`src/rtl/pwm_pkg.sv`:
```
// rtl/pwm_pkg.sv - shared state encoding and duty clamp helper for pwm_gen
package pwm_pkg;

  typedef enum logic [1:0] {
    IDLE = 2'b00,
    RUN  = 2'b01,
    PEND = 2'b10
  } pwm_state_t;

  // Requested high-time can never exceed a full period.
  function automatic int unsigned clamp_duty(input int unsigned duty,
                                             input int unsigned limit);
    return (duty > limit) ? limit : duty;
  endfunction

endpackage

```
`src/rtl/pwm_gen_if.sv`:
```
// rtl/pwm_gen_if.sv - duty handshake bundle for pwm_gen (pol only with PWM_GEN_POLARITY_EN)
interface pwm_gen_if #(
  parameter int WIDTH = 8
);
  logic [WIDTH:0] duty_in;
  logic           duty_valid;
  logic           duty_ready;
`ifdef PWM_GEN_POLARITY_EN
  logic           pol;

  modport master (output duty_in, output duty_valid, output pol, input duty_ready);
  modport slave  (input duty_in, input duty_valid, input pol, output duty_ready);
`else
  modport master (output duty_in, output duty_valid, input duty_ready);
  modport slave  (input duty_in, input duty_valid, output duty_ready);
`endif
endinterface

```
`src/rtl/pwm_gen.sv`:
```
// rtl/pwm_gen.sv - PWM generator with shadowed duty committed at terminal count; optional PWM_GEN_POLARITY_EN
module pwm_gen
  import pwm_pkg::*;
#(
  parameter int          WIDTH     = 8,
  parameter int unsigned MAX_VALUE = 255
) (
  input  logic             clk,
  input  logic             rst,
  input  logic [WIDTH-1:0] count,
  input  logic             tc,
  pwm_gen_if.slave         duty_bus,
  output logic             pwm_out,
  output logic             period_done,
  output logic             busy
);

  pwm_state_t     state;
  logic [WIDTH:0] shadow_duty;
  logic [WIDTH:0] active_duty;
  logic [WIDTH:0] duty_clamped;
  logic           transfer;
  logic           pol_q;
  logic           cmp;

  assign duty_clamped = (WIDTH+1)'(clamp_duty(32'(duty_bus.duty_in), MAX_VALUE + 1));
  assign duty_bus.duty_ready = (state == IDLE) || (state == RUN);
  assign transfer = duty_bus.duty_valid && duty_bus.duty_ready;
  assign busy = (state == PEND);

`ifdef PWM_GEN_POLARITY_EN
  logic pol_shadow;

  always_ff @(posedge clk or posedge rst) begin
    if (rst) begin
      pol_shadow <= 1'b0;
      pol_q      <= 1'b0;
    end else if (transfer) begin
      pol_shadow <= duty_bus.pol;
    end else if (state == PEND && tc) begin
      pol_q <= pol_shadow;
    end
  end
`else
  assign pol_q = 1'b0;
`endif

  // A transfer coinciding with tc in RUN only loads the shadow; commit waits a full period.
  always_ff @(posedge clk or posedge rst) begin
    if (rst) begin
      state       <= IDLE;
      shadow_duty <= '0;
      active_duty <= '0;
    end else begin
      case (state)
        IDLE, RUN: begin
          if (transfer) begin
            shadow_duty <= duty_clamped;
            state       <= PEND;
          end
        end
        PEND: begin
          if (tc) begin
            active_duty <= shadow_duty;
            state       <= RUN;
          end
        end
        default: state <= IDLE;
      endcase
    end
  end

  assign cmp = ({1'b0, count} < active_duty);

  always_ff @(posedge clk or posedge rst) begin
    if (rst) begin
      pwm_out     <= 1'b0;
      period_done <= 1'b0;
    end else begin
      pwm_out     <= cmp ^ pol_q;
      period_done <= tc;
    end
  end

endmodule

```
`src/flat_wrapper.sv`:
```
// flat-port wrapper written by rule: the top's interface ports become plain ports
module pwm_gen_flat import pwm_pkg::*;
#(
  parameter int          WIDTH     = 8,
  parameter int unsigned MAX_VALUE = 255
)
  (clk, rst, count, tc, pwm_out, period_done, busy, duty_bus_duty_in, duty_bus_duty_valid, duty_bus_duty_ready);
  pwm_gen_if #(.WIDTH(WIDTH)) duty_bus_i ();
  input  logic clk;
  input  logic rst;
  input  logic [WIDTH-1:0] count;
  input  logic tc;
  output logic pwm_out;
  output logic period_done;
  output logic busy;
  input wire logic [$bits(duty_bus_i.duty_in)-1:0] duty_bus_duty_in;
  input wire logic [$bits(duty_bus_i.duty_valid)-1:0] duty_bus_duty_valid;
  output wire logic [$bits(duty_bus_i.duty_ready)-1:0] duty_bus_duty_ready;
  assign duty_bus_i.duty_in = duty_bus_duty_in;
  assign duty_bus_i.duty_valid = duty_bus_duty_valid;
  assign duty_bus_duty_ready = duty_bus_i.duty_ready;
  pwm_gen #(.WIDTH(WIDTH), .MAX_VALUE(MAX_VALUE)) u_core (.clk(clk), .rst(rst), .count(count), .tc(tc), .duty_bus(duty_bus_i), .pwm_out(pwm_out), .period_done(period_done), .busy(busy));
endmodule
```
`config.mk`:
```
export PLATFORM = sky130hd
export DESIGN_NAME = pwm_gen_flat
export DESIGN_NICKNAME = d
export VERILOG_FILES = /design/src/rtl/pwm_pkg.sv /design/src/rtl/pwm_gen_if.sv /design/src/rtl/pwm_gen.sv /design/src/flat_wrapper.sv
export SDC_FILE = /design/constraint.sdc
export NUM_CORES = 1
export LEC_CHECK = 0
export CAP_MARGIN = 25
export CORE_MARGIN = 2
export CORE_UTILIZATION = 25
export CTS_CLUSTER_DIAMETER = 30
export CTS_CLUSTER_SIZE = 14
export DETAILED_ROUTE_END_ITERATION = 8
export HOLD_SLACK_MARGIN = 0.06
export PLACE_DENSITY_LB_ADDON = 0.2
export RECOVER_POWER = 50
export SLEW_MARGIN = 20
export SYNTH_ARGS = -nofsm -noshare
export SYNTH_HDL_FRONTEND = slang
export SYNTH_SLANG_ARGS = --single-unit
```
`constraint.sdc`:
```
create_clock -name clk -period 1.3 [get_ports clk]
set_input_delay 0.195 -clock clk [delete_from_list [all_inputs] [get_ports clk]]
set_output_delay 0.195 -clock clk [all_outputs]
set_load 0.05 [all_outputs]
```
==> flow_summary_export.csv, run 1 <==
group,metric,value,unit
status,outcome,"complete, no violations",
floorplanning,start_util,26.40,%
floorplanning,fp-row-count,23,
cts,cts_tree,"yes",
synthesis,ys_types,19,
setup_path,crit_path_end_kind,"primary output",
synthesis,yosysTopAreaCellShare,51.40,%
synthesis,ys_top_cells_by_count,"dfrtp_1, inv_1, nand2_1, nand2b_1, o21ai_0",
place,place_congestion,0.6178,
synthesis,synth_area,0.001071,mm²
place,dp.final_hpwl,1533,µm
cts,clk_latency,260,ps
route,first_pass_iters,3,
sta,post-route-period-util,94.42,%
sta,max-slew-margin-rel,65.72,%
floorplanning,core,0.004058,mm²
route,num_vias,698,
cts,clockBufferDepth,2,
cts,ctsHtreeMaxLevel,1,
sta,grt_setup_unrepaired,"false",
setup_path,path_class,"reg -> out",
synthesis,syn_inst,92,
synthesis,synth_area_leaders,"dfrtp_1, mux2_4, ha_1, nand2b_1, o21ai_0",
synthesis,synthFlopType,"dfrtp_1",
global_route,antenna_found_initial,0,
min_path,hold_class,"in -> async",
synthesis,ys_seq_elements,22,
cts,cts_root_buffer,"clkbuf_8",
sta,finalHoldWorstSlack,483.0,ps
route,wire_per_inst,10.46,µm
setup_path,crit_required,1110,ps
sta,skew,5.280,ps
setup_path,crit_path_max_fanout,4,
global_route,grt_pass1_vias,758,
synthesis,seq_area_frac_synth,51.40,%
global_route,grt_pass1_wl,3243,µm
cells_and_area,drive_gt1_share,21.14,%
synthesis,synth.most_common_cell,"dfrtp_1",
synthesis,yosys_warnings,0,
floorplanning,num_io_pins,25,
place,pre_cts_ws,-192.3,ps
power,leakage,0.7021,nW
cells_and_area,synthToLayoutAreaGrowth,39.37,%
cts,clock-sinks,22,
synthesis,synth_nets,120,
sta,post-route-worst-setup-slack,72.56,ps
global_route,grt_overflow,0,
synthesis,postSynthAreaPerCell,11.64,µm²
cells_and_area,fin_nets,153,
setup_path,cp_slowest_cell,"dfrtp_1",
setup_path,startpoint_type,"flip-flop",
sta,hold_violations,0,
global_route,track_usage,8.415,%
setup_path,r2r_setup_slack,90,ps
sta,setup_viol_count_final,0,
setup_path,cp_data_arrival_time,1030,ps
synthesis,ys_async_sr_fraction,100.0,%
route,ant_nets,0,
route,viasPerCell,4.035,
cts,cts_buffers,3,
power,ir_drop,0.3887,mV
sta,worstMarginPinSlew,514.1,ps
place,place.port_buffers,24,
floorplanning,dieArea,0.004824,mm²
setup_path,path_cells,"nor2b_4 -> buf_12",
power,power.density,1620,mW/mm²
route,first_iter_violations,6,
sta,clock.fmax,814.7,MHz
synthesis,yosysTopAreaCell,"dfrtp_1",
job,drv_cap,0,
global_route,grt_max_degree,23,
cells_and_area,insertedDiodeCount,0,
cts,clkTransAtPathRegs,70,ps
route,drc,0,
floorplanning,die_h,69.46,µm
floorplanning,die_w,69.46,µm
sta,maxSlewViolCount,0,
route,wl,1809,µm
synthesis,synth-edff-count,0,
setup_path,critPathMaxStageDelay,390,ps
sta,fin_crit,1227,ps
==> sequential cells by signal, summed over array words and instances, names as in the netlist <==
name / flops
u_core.shadow_duty: 9
u_core.period_done: 1
u_core.state: 2
u_core.active_duty: 9
u_core.pwm_out: 1
==> cell families after synthesis <==
kind of cell,synth area share (%)
muxes,13.67
and+or+nand+nor,13.08
buffers and inverters,4.440
AOI/OAI and AO/OA,9.230
DFF,51.40
adders and majority gates,8.177
==> power breakdown <==
| part | internal (mW) | switching (mW) |
|---|---|---|
| registers | 0.900 | 0.135 |
| clock network | 0.206 | 0.196 |
| logic | 0.580 | 0.400 |
==> worst max-delay path, delay by kind of cell, from the launching register on <==
family	cells	cell delay, ps
simple gates	1	230
buf+inv	1	150
flops	1	390
==> through the flow <==
stage	cells	setup TNS [ps]	total power, mW	instance area [µm²]	utilization [%]
after CTS	172	0	2.427	1483	36.54
after floorplan	92	-467.2	1.659	1071	-
after detailed placement	169	-285.9	2.025	1441	35.52
after global routing	173	0	2.596	1493	36.79
after global placement	169	-151.5	1.986	1441	35.52
final	173	0	2.418	1493	36.79
==> timing repair <==
action,4_1_cts,5_1_grt
endpoints found under the setup margin,0,1
hold buffers,0,0
buffers inserted,0,1
resized for setup,0,1
==> cell usage in the layout, fill, tap and decap left out, drive strengths merged, types with 4 or more instances in the layout <==
cell type | netlist | final
buf | 2 | 9
clkbuf | 0 | 4
clkdlybuf4s50 | 0 | 18
dfrtp | 22 | 22
ha | 7 | 7
inv | 10 | 10
mux2 | 10 | 10
nand2 | 11 | 11
nand2b | 10 | 10
o21ai | 10 | 10
==> path summary, 6_finish.rpt <==
kind                                               to                   from  cells after the start
worst max-delay path                             busy        u_core.state[1]                      2
worst min-delay path               u_core.period_done                    rst                      3
worst max register to register         u_core.pwm_out  u_core.active_duty[6]                      5
worst min register to register  u_core.shadow_duty[5]  u_core.shadow_duty[5]                      2
max in group asynchronous       u_core.active_duty[6]                    rst                      3
min in group clk                u_core.shadow_duty[5]  u_core.shadow_duty[5]                      2
==> area by class of cell <==
class / count / area, µm²
Clock buffer: 3 / 41.29
Fill cell: 399 / 2565
Inverter: 10 / 37.54
Multi-Input combinational cell: 58 / 478.0
Sequential cell: 22 / 550.5
Tap cell: 50 / 62.56
Timing Repair Buffer: 30 / 322.8
==> per-layer routing <==
| metal | vias to the layer above | global-route usage [%] | part of all wire, % |
|---|---|---|---|
| met5 | - | 0 | 0 |
| met4 | 0 | 5.229 | 2.5 |
| met3 | 5 | 2.762 | 5.6 |
| met2 | 17 | 13.14 | 45 |
| met1 | 303 | 9.954 | 47 |
| li1 | 373 | - | - |
Power figures use the tool's default switching activity.
==> run 2, diff against run 1 <==
CTS_CLUSTER_DIAMETER = 60   (was 30)
GPL_TIMING_DRIVEN = 0   (was not set)
==> run 2 against run 1 <==
Compared with the run above:
- fmax fell by 2.4%
- global-route usage fell by 0.50 points
- first-iteration DRC count rose to 2.5 times the previous value
- critical endpoint is now period_done
- register-to-register slack got worse by 20 ps
==> flow_summary_export.csv, run 2 (synthesis results as in run 1) <==
group,metric,value,unit
cells_and_area,fin_nets,149,
power,combPwrFrac,37.2,%
status,outcome,"complete, no violations",
setup_path,path_cells,"clkdlybuf4s15_1",
floorplanning,core,0.004058,mm²
sta,post-route-period-util,96.69,%
cells_and_area,fin_area,0.001431,mm²
floorplanning,dieArea,0.004824,mm²
setup_path,crit_path_max_fanout,1,
sta,grt_setup_unrepaired,"false",
route,wl,1747,µm
cells_and_area,drive_gt1_share,19.17,%
setup_path,path_delay_family,"buffers and inverters",
setup_path,path_class,"reg -> out",
cells_and_area,register_area,550.5,µm²
cts,clockBufferDepth,2,
sta,setup_viol_count_final,0,
setup_path,crit_path_end_kind,"primary output",
power,clkPwrFrac,19.6,%
global_route,grt_pass1_vias,719,
cts,cts_tree,"yes",
cells_and_area,final_common_cell,"dfrtp_1",
route,ant_nets,0,
power,ir_drop,0.4635,mV
sta,skew,2.480,ps
power,power.density,1653,mW/mm²
route,wire_per_inst,10.28,µm
route,first_pass_iters,2,
setup_path,critPathBufInv,1,
route,viasPerCell,4.118,
place,place_congestion,0.6153,
floorplanning,die_h,69.46,µm
power,power_switching,715.9,µW
power,leakage,0.6630,nW
floorplanning,num_io_pins,25,
sta,max-slew-margin-rel,47.56,%
cts,clkTransAtPathRegs,70,ps
sta,clock.fmax,795.5,MHz
power,power,2.366,mW
sta,fin_crit,1257,ps
setup_path,cp_slowest_cell,"clkdlybuf4s15_1",
global_route,grt_max_degree,23,
cells_and_area,multiInputGateArea,483.0,µm²
sta,hold_violations,0,
cts,cts_root_buffer,"clkbuf_8",
cells_and_area,final_cell_mix,"dfrtp_1, clkdlybuf4s50_1",
job,drv_cap,0,
global_route,grt_overflow,0,
global_route,grt_pass1_wl,3063,µm
cts,clk_latency,250,ps
cts,ctsHtreeMaxLevel,1,
cts,cts_hold_buf,0,
cells_and_area,synthToLayoutAreaGrowth,33.64,%
min_path,hold_class,"reg -> reg",
cells_and_area,insertedDiodeCount,0,
setup_path,cp_data_arrival_time,1060,ps
setup_path,startpoint_type,"flip-flop",
cells_and_area,top_regs,"u_core.active_duty x9, u_core.shadow_duty x9, u_core.state x2",
power,switching_share,30.26,%
floorplanning,die_w,69.46,µm
route,num_vias,700,
route,first_iter_violations,15,
cts,clock-sinks,22,
cells_and_area,fill_cells,431,
global_route,track_usage,7.913,%
sta,worstMarginPinSlew,785.8,ps
setup_path,crit_required,1110,ps
setup_path,critPathMaxStageDelay,490,ps
place,dpl_cell_area,0.001374,mm²
cts,cts_buffers,3,
power,intPower,1.650,mW
power,seqPwrFrac,43.3,%
route,drc,0,
sta,maxSlewViolCount,0,
place,dp.final_hpwl,1469,µm
floorplanning,start_util,26.40,%
floorplanning,fp-row-count,23,
cts,post_cts_buffers,0,
global_route,antenna_found_initial,0,
place,place.port_buffers,24,
run 2: per-stage QoR:
step | hold slack, ps | util [%] | instances | setup TNS [ps] | worst slack (ps)
floorplan | 184.2 | - | 92 | -467.2 | -51.91
global placement | 468.7 | 33.86 | 166 | -1196 | -251.5
detailed placement | 477.3 | 33.86 | 166 | -1789 | -276.9
CTS | 423.9 | 35.00 | 170 | 0 | 3.433
global route | 512.4 | 35.28 | 170 | 0 | 0.5758
finish | 486.0 | 35.28 | 170 | 0 | 42.98
run 2: final timing paths:
path                                        from  slack [ps]  cells after the start                    end
min reg2reg                u_core.shadow_duty[6]         490                      2  u_core.shadow_duty[6]
max in group asynchronous                    rst         290                      2  u_core.shadow_duty[5]
max                           u_core.period_done          40                      1            period_done
min                        u_core.shadow_duty[6]         490                      2  u_core.shadow_duty[6]
max reg2reg                      u_core.state[1]          70                      3  u_core.active_duty[7]
min in group asynchronous                    rst         520                      2     u_core.period_done
run 2: worst register-to-register path, cell delays in order, from the launching register on:
cell and delay [ps]:
dfrtp_1 400, nor2b_4 140, nand2_2 240, mux2_4 330
run 2: routing by layer:
layer	vias up	track usage, %	wire length, µm
met1	318	9.273	782
met5	-	0	0
met3	2	2.471	93
met2	14	13.03	850
met4	0	3.922	21
li1	366	-	-
run 2: final cells by class:
cell class	instances	area share (%)
multi-input combinational	58	33.74
inverter	10	2.622
clock buffer	4	3.846
tap	50	4.371
buffer	2	0.6993
sequential	22	38.46
timing repair buffer	24	16.26
run 2: power groups by stage:
stage	combinational (mW)	clock, mW	sequential, mW
2_1_floorplan	0.604	0	1.05
3_3_place_gp	0.843	0	1.04
3_5_place_dp	0.869	0	1.04
4_1_cts	0.854	0.483	1.03
5_1_grt	0.971	0.503	1.05
6_report	0.879	0.463	1.02
run 2: what timing repair did:
item,in CTS,in global routing
hold endpoints to repair,0,0
pin swaps,0,0
gates resized for setup,14,4
setup endpoints to repair,4,2
